$ cat src/rtl/oled_spi_rx.sv
// oled_spi_rx: SPI slave receiver with SSD1306-style command decoder and framebuffer write port
// Ports:
//   clk, rst            system clock, async active-high reset
//   i_sclk, i_sdin      SPI clock (idles high) and data, asynchronous to clk
//   i_cs, i_dc, i_reset chip select (low), data/command (1 = data), display reset (low)
//   o_byte, o_byte_valid, o_byte_is_data   last received byte, 1-cycle strobe, latched dc
//   o_fb_we, o_fb_addr, o_fb_wdata         framebuffer write, addr = page*128 + column
//   o_display_on, o_invert, o_contrast, o_addr_mode   decoded controller state
module oled_spi_rx #(
    parameter int SYNC_STAGES = 2
) (
    input  logic       clk,
    input  logic       rst,
    input  logic       i_sclk,
    input  logic       i_sdin,
    input  logic       i_cs,
    input  logic       i_dc,
    input  logic       i_reset,
    output logic [7:0] o_byte,
    output logic       o_byte_valid,
    output logic       o_byte_is_data,
    output logic       o_fb_we,
    output logic [9:0] o_fb_addr,
    output logic [7:0] o_fb_wdata,
    output logic       o_display_on,
    output logic       o_invert,
    output logic [7:0] o_contrast,
    output logic [1:0] o_addr_mode
);
    // packed as {sclk, sdin, cs, dc, reset}; idle levels keep the link quiet out of reset
    localparam logic [4:0] SYNC_IDLE = 5'b10101;
    localparam logic [1:0] IDLE = 2'd0, ARG1 = 2'd1, ARG2A = 2'd2, ARG2B = 2'd3;

    logic [4:0] sync_q [SYNC_STAGES];
    logic       sclk_s, sdin_s, cs_s, dc_s, reset_s, sclk_prev, rise;
    logic [2:0] bit_cnt;
    logic [6:0] shift_q;
    logic [7:0] rx_byte;
    logic [1:0] state, state_nx;
    logic [7:0] cmd;
    logic [6:0] arg0;
    logic       cmd_v, one_arg, two_arg;
    logic       set_disp, set_inv, set_con, set_mode, set_col, set_page;
    logic [6:0] col, col_start, col_end;
    logic [2:0] page, page_start, page_end;

    assign {sclk_s, sdin_s, cs_s, dc_s, reset_s} = sync_q[SYNC_STAGES-1];
    assign rise    = sclk_s & ~sclk_prev & ~cs_s & reset_s;
    assign rx_byte = {shift_q, sdin_s};
    // commands are decoded from the registered byte, one cycle behind the strobe
    assign cmd_v   = o_byte_valid & ~o_byte_is_data;
    assign one_arg = o_byte inside {8'h81, 8'h20, 8'hA8, 8'hD3, 8'hD5, 8'hD9, 8'hDB, 8'h8D};
    assign two_arg = o_byte inside {8'h21, 8'h22};

    // all five inputs share one chain so they stay mutually aligned
    always_ff @(posedge clk or posedge rst) begin
        if (rst) begin
            for (int k = 0; k < SYNC_STAGES; k++) sync_q[k] <= SYNC_IDLE;
            sclk_prev <= 1'b1;
        end else begin
            sync_q[0] <= {i_sclk, i_sdin, i_cs, i_dc, i_reset};
            for (int k = 1; k < SYNC_STAGES; k++) sync_q[k] <= sync_q[k-1];
            sclk_prev <= sclk_s;
        end
    end

    always_ff @(posedge clk or posedge rst) begin
        if (rst) state <= IDLE;
        else state <= state_nx;
    end

    always_comb begin
        state_nx = state;
        if (!reset_s) state_nx = IDLE;
        else if (cmd_v)
            case (state)
                IDLE:    state_nx = one_arg ? ARG1 : two_arg ? ARG2A : IDLE;
                ARG2A:   state_nx = ARG2B;
                default: state_nx = IDLE;
            endcase
    end

    // 0xAE/0xAF and 0xA6/0xA7 differ only in bit 0, which carries the new value
    always_comb begin
        set_disp = cmd_v && state == IDLE && o_byte[7:1] == 7'h57;
        set_inv  = cmd_v && state == IDLE && o_byte[7:1] == 7'h53;
        set_con  = cmd_v && state == ARG1 && cmd == 8'h81;
        set_mode = cmd_v && state == ARG1 && cmd == 8'h20;
        set_col  = cmd_v && state == ARG2B && cmd == 8'h21;
        set_page = cmd_v && state == ARG2B && cmd == 8'h22;
    end

    always_ff @(posedge clk or posedge rst) begin
        if (rst) begin
            bit_cnt <= '0; shift_q <= '0; cmd <= '0; arg0 <= '0;
            o_byte <= '0; o_byte_valid <= 1'b0; o_byte_is_data <= 1'b0;
            o_fb_we <= 1'b0; o_fb_addr <= '0; o_fb_wdata <= '0;
            o_display_on <= 1'b0; o_invert <= 1'b0; o_contrast <= 8'h7F; o_addr_mode <= '0;
            col_start <= '0; col_end <= 7'd127; page_start <= '0; page_end <= 3'd7;
            col <= '0; page <= '0;
        end else if (!reset_s) begin
            bit_cnt <= '0; shift_q <= '0; cmd <= '0; arg0 <= '0;
            o_byte_valid <= 1'b0; o_byte_is_data <= 1'b0;
            o_fb_we <= 1'b0; o_fb_addr <= '0; o_fb_wdata <= '0;
            o_display_on <= 1'b0; o_invert <= 1'b0; o_contrast <= 8'h7F; o_addr_mode <= '0;
            col_start <= '0; col_end <= 7'd127; page_start <= '0; page_end <= 3'd7;
            col <= '0; page <= '0;
        end else begin
            o_byte_valid <= 1'b0;
            o_fb_we <= 1'b0;
            if (cs_s) bit_cnt <= '0;
            else if (rise) begin
                shift_q <= rx_byte[6:0];
                bit_cnt <= bit_cnt + 3'd1;
                if (bit_cnt == 3'd7) begin
                    o_byte <= rx_byte;
                    o_byte_valid <= 1'b1;
                    o_byte_is_data <= dc_s;
                    if (dc_s) begin
                        o_fb_we <= 1'b1;
                        o_fb_addr <= {page, col};
                        o_fb_wdata <= rx_byte;
                        if (col == col_end) begin
                            col <= col_start;
                            page <= (page == page_end) ? page_start : page + 3'd1;
                        end else col <= col + 7'd1;
                    end
                end
            end
            if (cmd_v && state == IDLE) cmd <= o_byte;
            if (cmd_v && state == ARG2A) arg0 <= o_byte[6:0];
            if (set_disp) o_display_on <= o_byte[0];
            if (set_inv) o_invert <= o_byte[0];
            if (set_con) o_contrast <= o_byte;
            if (set_mode) o_addr_mode <= o_byte[1:0];
            if (set_col) begin
                col_start <= arg0;
                col_end <= o_byte[6:0];
                col <= arg0;
            end
            if (set_page) begin
                page_start <= arg0[2:0];
                page_end <= o_byte[2:0];
                page <= arg0[2:0];
            end
        end
    end
endmodule

$ cat config.mk
export PLATFORM = sky130hd
export DESIGN_NAME = oled_spi_rx
export DESIGN_NICKNAME = d
export VERILOG_FILES = /design/src/rtl/oled_spi_rx.sv
export SDC_FILE = /design/constraint.sdc
export NUM_CORES = 1
export LEC_CHECK = 0
export ABC_AREA = 1
export BUFFER_PORTS_ARGS = -buffer_cell sky130_fd_sc_hd__buf_4
export CORE_MARGIN = 2
export CORE_UTILIZATION = 38
export DETAILED_ROUTE_END_ITERATION = 8
export PLACE_DENSITY = 0.66
export SYNTH_ARGS = -nofsm -noshare
export SYNTH_HDL_FRONTEND = slang
export SYNTH_SLANG_ARGS = --single-unit
export TNS_END_PERCENT = 5
$ cat constraint.sdc
create_clock -name clk -period 3.7 [get_ports clk]
set_input_delay 1.11 -clock clk [delete_from_list [all_inputs] [get_ports clk]]
set_output_delay 1.11 -clock clk [all_outputs]
set_load 0.1 [all_outputs]
== Yosys cells after proc, flatten, opt, wreduce, memory -nomap -nowiden ==
Index checks and enable logic that the tools add are counted.

* Bits of input ports: 7
* Memory bits (writable): 0
* Output and inout port bits: 41
* Memories kept: 0
* Register bits: 109
* Latch bits: 0
* Bits in read-only memories: 0
* Logic and storage cells: 167

* $mul: 0
* Add/sub/neg operators: 3
* Multiplexer cells: 69
* Divide/modulo/power cells: 0
* Magnitude comparators: 0
* Reductions and logical operators: 19
* Shifts and indexed selects: 0
* Bitwise logic cells: 7
* Equal/unequal tests: 45

{| class="wikitable"
|+ Operators by type and width
! kind !! number
|-
| two-way mux 7 bit || 16
|-
| two-way mux 8 bit || 9
|-
| == test 8 bit, second input constant || 8
|-
| two-way mux 10 bit || 5
|-
| == test 8 x 6 -> 1 bit, second input constant || 6
|-
| two-way mux 3 bit || 15
|-
| inequality test 2 x 1 -> 1 bit, second input constant || 12
|-
| inequality test 3 x 1 -> 1 bit, second input constant || 8
|-
| two-way mux 1 bit || 17
|-
| == test 7 bit, second input constant || 2
|-
| two-way mux 2 bit || 6
|-
| AND reduction 4 bit || 3
|-
| logical AND 1 bit || 10
|-
| nonzero test 8 bit || 1
|-
| adder 7 x 1 -> 7 bit, second input constant || 1
|-
| == test 7 bit || 1
|-
| adder 3 x 1 -> 3 bit, second input constant || 2
|-
| inequality test 3 x 2 -> 1 bit, second input constant || 2
|-
| AND reduction 5 bit || 1
|-
| AND 1 bit || 4
|-
| == test 2 bit, second input constant || 2
|-
| one-hot mux 2 bit (2 select lines) || 1
|-
| == test 3 bit || 1
|-
| == test 3 bit, second input constant || 1
|-
| 7 further kinds || 9
|}

== Longest topological paths before layout ==
* Depth in word-level cells: 9
* Gate-level depth with buffers: 12
* Gate-level depth less buffers: 11

== Worst setup path before layout ==
OpenSTA, ideal clock, no wires.

* Kind: flip-flop to output port
* From: register o_byte[3]
* To: output o_byte[3]
* Path slack: 1.605 ns
* Arrival time: 0.985 ns
* Cell stages (with the launch flop): 1
* Path buffers: 0
* Required time: 2.590 ns
* Path through: dfrtp_1

{| class="wikitable"
|+ RTL lines
! element !! RTL line !! source
|-
| start: declaration || 19 || <nowiki>output logic [7:0] o_byte,</nowiki>
|-
| start signal: assignment || 116 || <nowiki>o_byte <= rx_byte;</nowiki>
|}

No word-level cell between the ends.

== Final worst setup path ==
* From: register o_byte[3]
* To: output o_byte[3]

No word-level cell between the ends.

==> qor.yml <==
grt_max_degree: 99
met3_usage_pct: 3.148
drtPass1Iterations: 4
cp_cell_sequence: "buf_4"
seq_area_frac_synth_pct: 53.04
critPathBufInv: 1
p_clk_share_pct: 39.1
critPathMaxFanout: 8
total_power_uw: 2686
finalClockSkew_ns: 0.01100
cts_resized: 0
drc_errors: 0
grt_use_met1_pct: 21.87
port_buffers: 47
p_leak_uw: 0.003031
insertedDiodeCount: 0
p_int_uw: 1956
use_met2_pct: 27.91
worstMarginPinSlew_ns: 0.5578
cpPeakStageDelay_ns: 0.56
slew-limit-headroom_pct: 62.77
synthCells: 616
die_area_mm2: 0.01463
seq_area_mm2: 0.002758
startpoint: "o_byte[3]"
hold_violations: 0
gp_congestion: 0.8791
path_clk_slew_ns: 0.07
grt_antenna_before_repair: 0
rsz0062_at_grt: "false"
cp_slowest_cell: "dfrtp_1"
crit_path_end_kind: "output pin"
nFillCells: 1266
mostFrequentLayoutCells: "181 x nand2_1, 85 x dfrtp_1, 77 x inv_1, 48 x nor2_1, 48 x buf_4"
area_growth_pct: 15.48
vias: 4082
final_common_cell: "nand2_1"
synth_warnings: 0
cts.sinks: 109
tritoncts: "built"
timing.final.crit_share_pct: 64.86
multiInputGateArea_mm2: 0.002003
powerDensity_mw_per_mm2: 447.4
synth-seq-cells: 109
start_util_pct: 39.10
drive_above_1_share_pct: 18.70
cap_violations: 0
hold_class: "register to register"
syn-num-nets: 627
totalWireLength_mm: 11.37
tns_ns: 0
peakVddDrop_uv: 205.9
final_antenna_net_count: 0
pwr-share-seq_pct: 48.8
syn-cell-area_mm2: 0.005199
combinationalPowerShare_pct: 12.2
die_h_um: 121.0
min_from: "sync_q[8]"
switchingPower_uw: 729.8
finalMaxSlewViolations: 0
synth.distinct_cells: 36
grt_pass1_wl_mm: 19.36
grt_use_total_pct: 16.90
synth_area_per_cell_um2: 8.440
critPathKind: "register to output pin"
cp.required_ns: 2.59
htreeDepth: 3
setup_viol: 0
r2r-start: "bit_cnt[0]"
grt_overflow: 0
worstPathArrival_ns: 1.29
p_sw_share_pct: 27.17
placementRows: 42
root_buffer: "clkbuf_16"
io_pins: 48
die_x_um: 121.0
holdBufCountCts: 0
grt_busiest_layer: "met2"
cpLargestDelayFamily: "flip-flops"
via_per_inst: 4.865
clk-insertion-delay-late_ns: 0.36
post_cts.repair.setup_buffers: 0
grt_pass1_vias: 3994
fin_crit_ns: 2.400
drt-wirelength-per-cell_um: 13.55
fmax_mhz: 416.7
clockBufferDepth: 2
crit_path_start_kind: "register"
place_hpwl_mm: 8.301
drtIter0Drc: 296
core_mm2: 0.01330
numCtsBuffers: 9
nets: 669
outcome: "complete, no violations"
[metrics by stage]
| step | cells | hold slack (ns) | util, % | instance area, um2 | worst slack [ns] |
|---|---|---|---|---|---|
| floorplan | 616 | 0.3312 | - | 5202 | 1.294 |
| global placement | 823 | 0.3340 | 42.73 | 5680 | 1.722 |
| detailed placement | 823 | 0.3379 | 42.73 | 5680 | 1.687 |
| CTS | 839 | 0.3547 | 45.15 | 6003 | 1.301 |
| global route | 839 | 0.3569 | 45.15 | 6003 | 1.285 |
| finish | 839 | 0.3520 | 45.15 | 6003 | 1.300 |
[logic make-up after synthesis]
logic type,share of synthesized area (%)
fa+ha+maj,0.9627
simple gates,25.97
compound gates,10.76
buf+inv,8.423
xor+xnor,0.8425
flops,53.04
[cells in the mapped netlist]
master    instances  area (um2)
a21oi_1          15       75.07
a22o_1            1       8.760
a22oi_1           1       7.510
a31oi_1           1       6.260
buf_2            11       55.05
buf_4             1       7.510
buf_6             5       56.30
clkbuf_1          1       3.750
dfrtp_1          85        2127
dfstp_2          24       630.6
ha_1              4       50.05
inv_1            78       292.8
inv_2             6       22.52
nand2_1         181       679.4
nand2_2           8       50.05
nand2_4           6       67.56
nand3_1          35       175.2
nand3_4           2       35.03
nand4_1           7       43.79
nor2_1           48       180.2
nor2_2            2       12.51
nor2_4            3       33.78
nor2_8            1       20.02
nor3_1            6       30.03
nor3_4            1       16.27
nor4_1            1       6.260
o21a_1            6       45.04
o21ai_0          37       185.2
o21ai_1          17       85.08
o21ai_2           4       35.03
o21ai_4           1       16.27
o22ai_1           7       43.79
o31ai_1           4       30.03
o31ai_4           1       21.27
xnor2_1           2       17.52
xor2_1            3       26.28
[power groups by stage]
stage	Sequential, uW	Clock, uW	Combinational [uW]
2_1_floorplan	1360	0	222
3_3_place_gp	1330	0	321
3_5_place_dp	1330	0	329
4_1_cts	1310	1070	331
5_1_grt	1320	1110	370
6_report	1310	1050	327
[final timing paths]
| path | endpoint | cells after the start | slack, ns |
|---|---|---|---|
| max | o_byte[3] | 1 | 1.30 |
| min | rx_byte[0] | 0 | 0.35 |
| max reg2reg | col[1] | 9 | 1.68 |
| min reg2reg | rx_byte[0] | 0 | 0.35 |
| max in group asynchronous | o_contrast[0] | 3 | 2.23 |
| min in group asynchronous | o_fb_addr[5] | 2 | 0.69 |
[sequential cells by signal, indices dropped and copies added (netlist names), 3 cells and up]
register and flops:
o_byte 8, page 3, o_fb_wdata 8, o_contrast 8
shift_q 7, arg0 7, col_end 7, col_start 7
bit_cnt 3, o_fb_addr 10, page_start 3, col 7
sync_q 5, page_end 3, cmd 8
[cell type report]
class / instances / area share [%]
tap: 176 / 3.668
clock buffer: 10 / 3.814
multi-input combinational: 405 / 33.37
clock inverter: 6 / 1.563
sequential: 109 / 45.94
inverter: 84 / 5.315
timing repair buffer: 49 / 6.336
[routing by layer]
layer / part of all wire (%) / wire (um)
met1: 46 / 5234
met5: 0 / 0
met2: 48 / 5441
met4: 1.8 / 209
met3: 4.3 / 484
No activity file was read; power rests on OpenSTA's default activity.
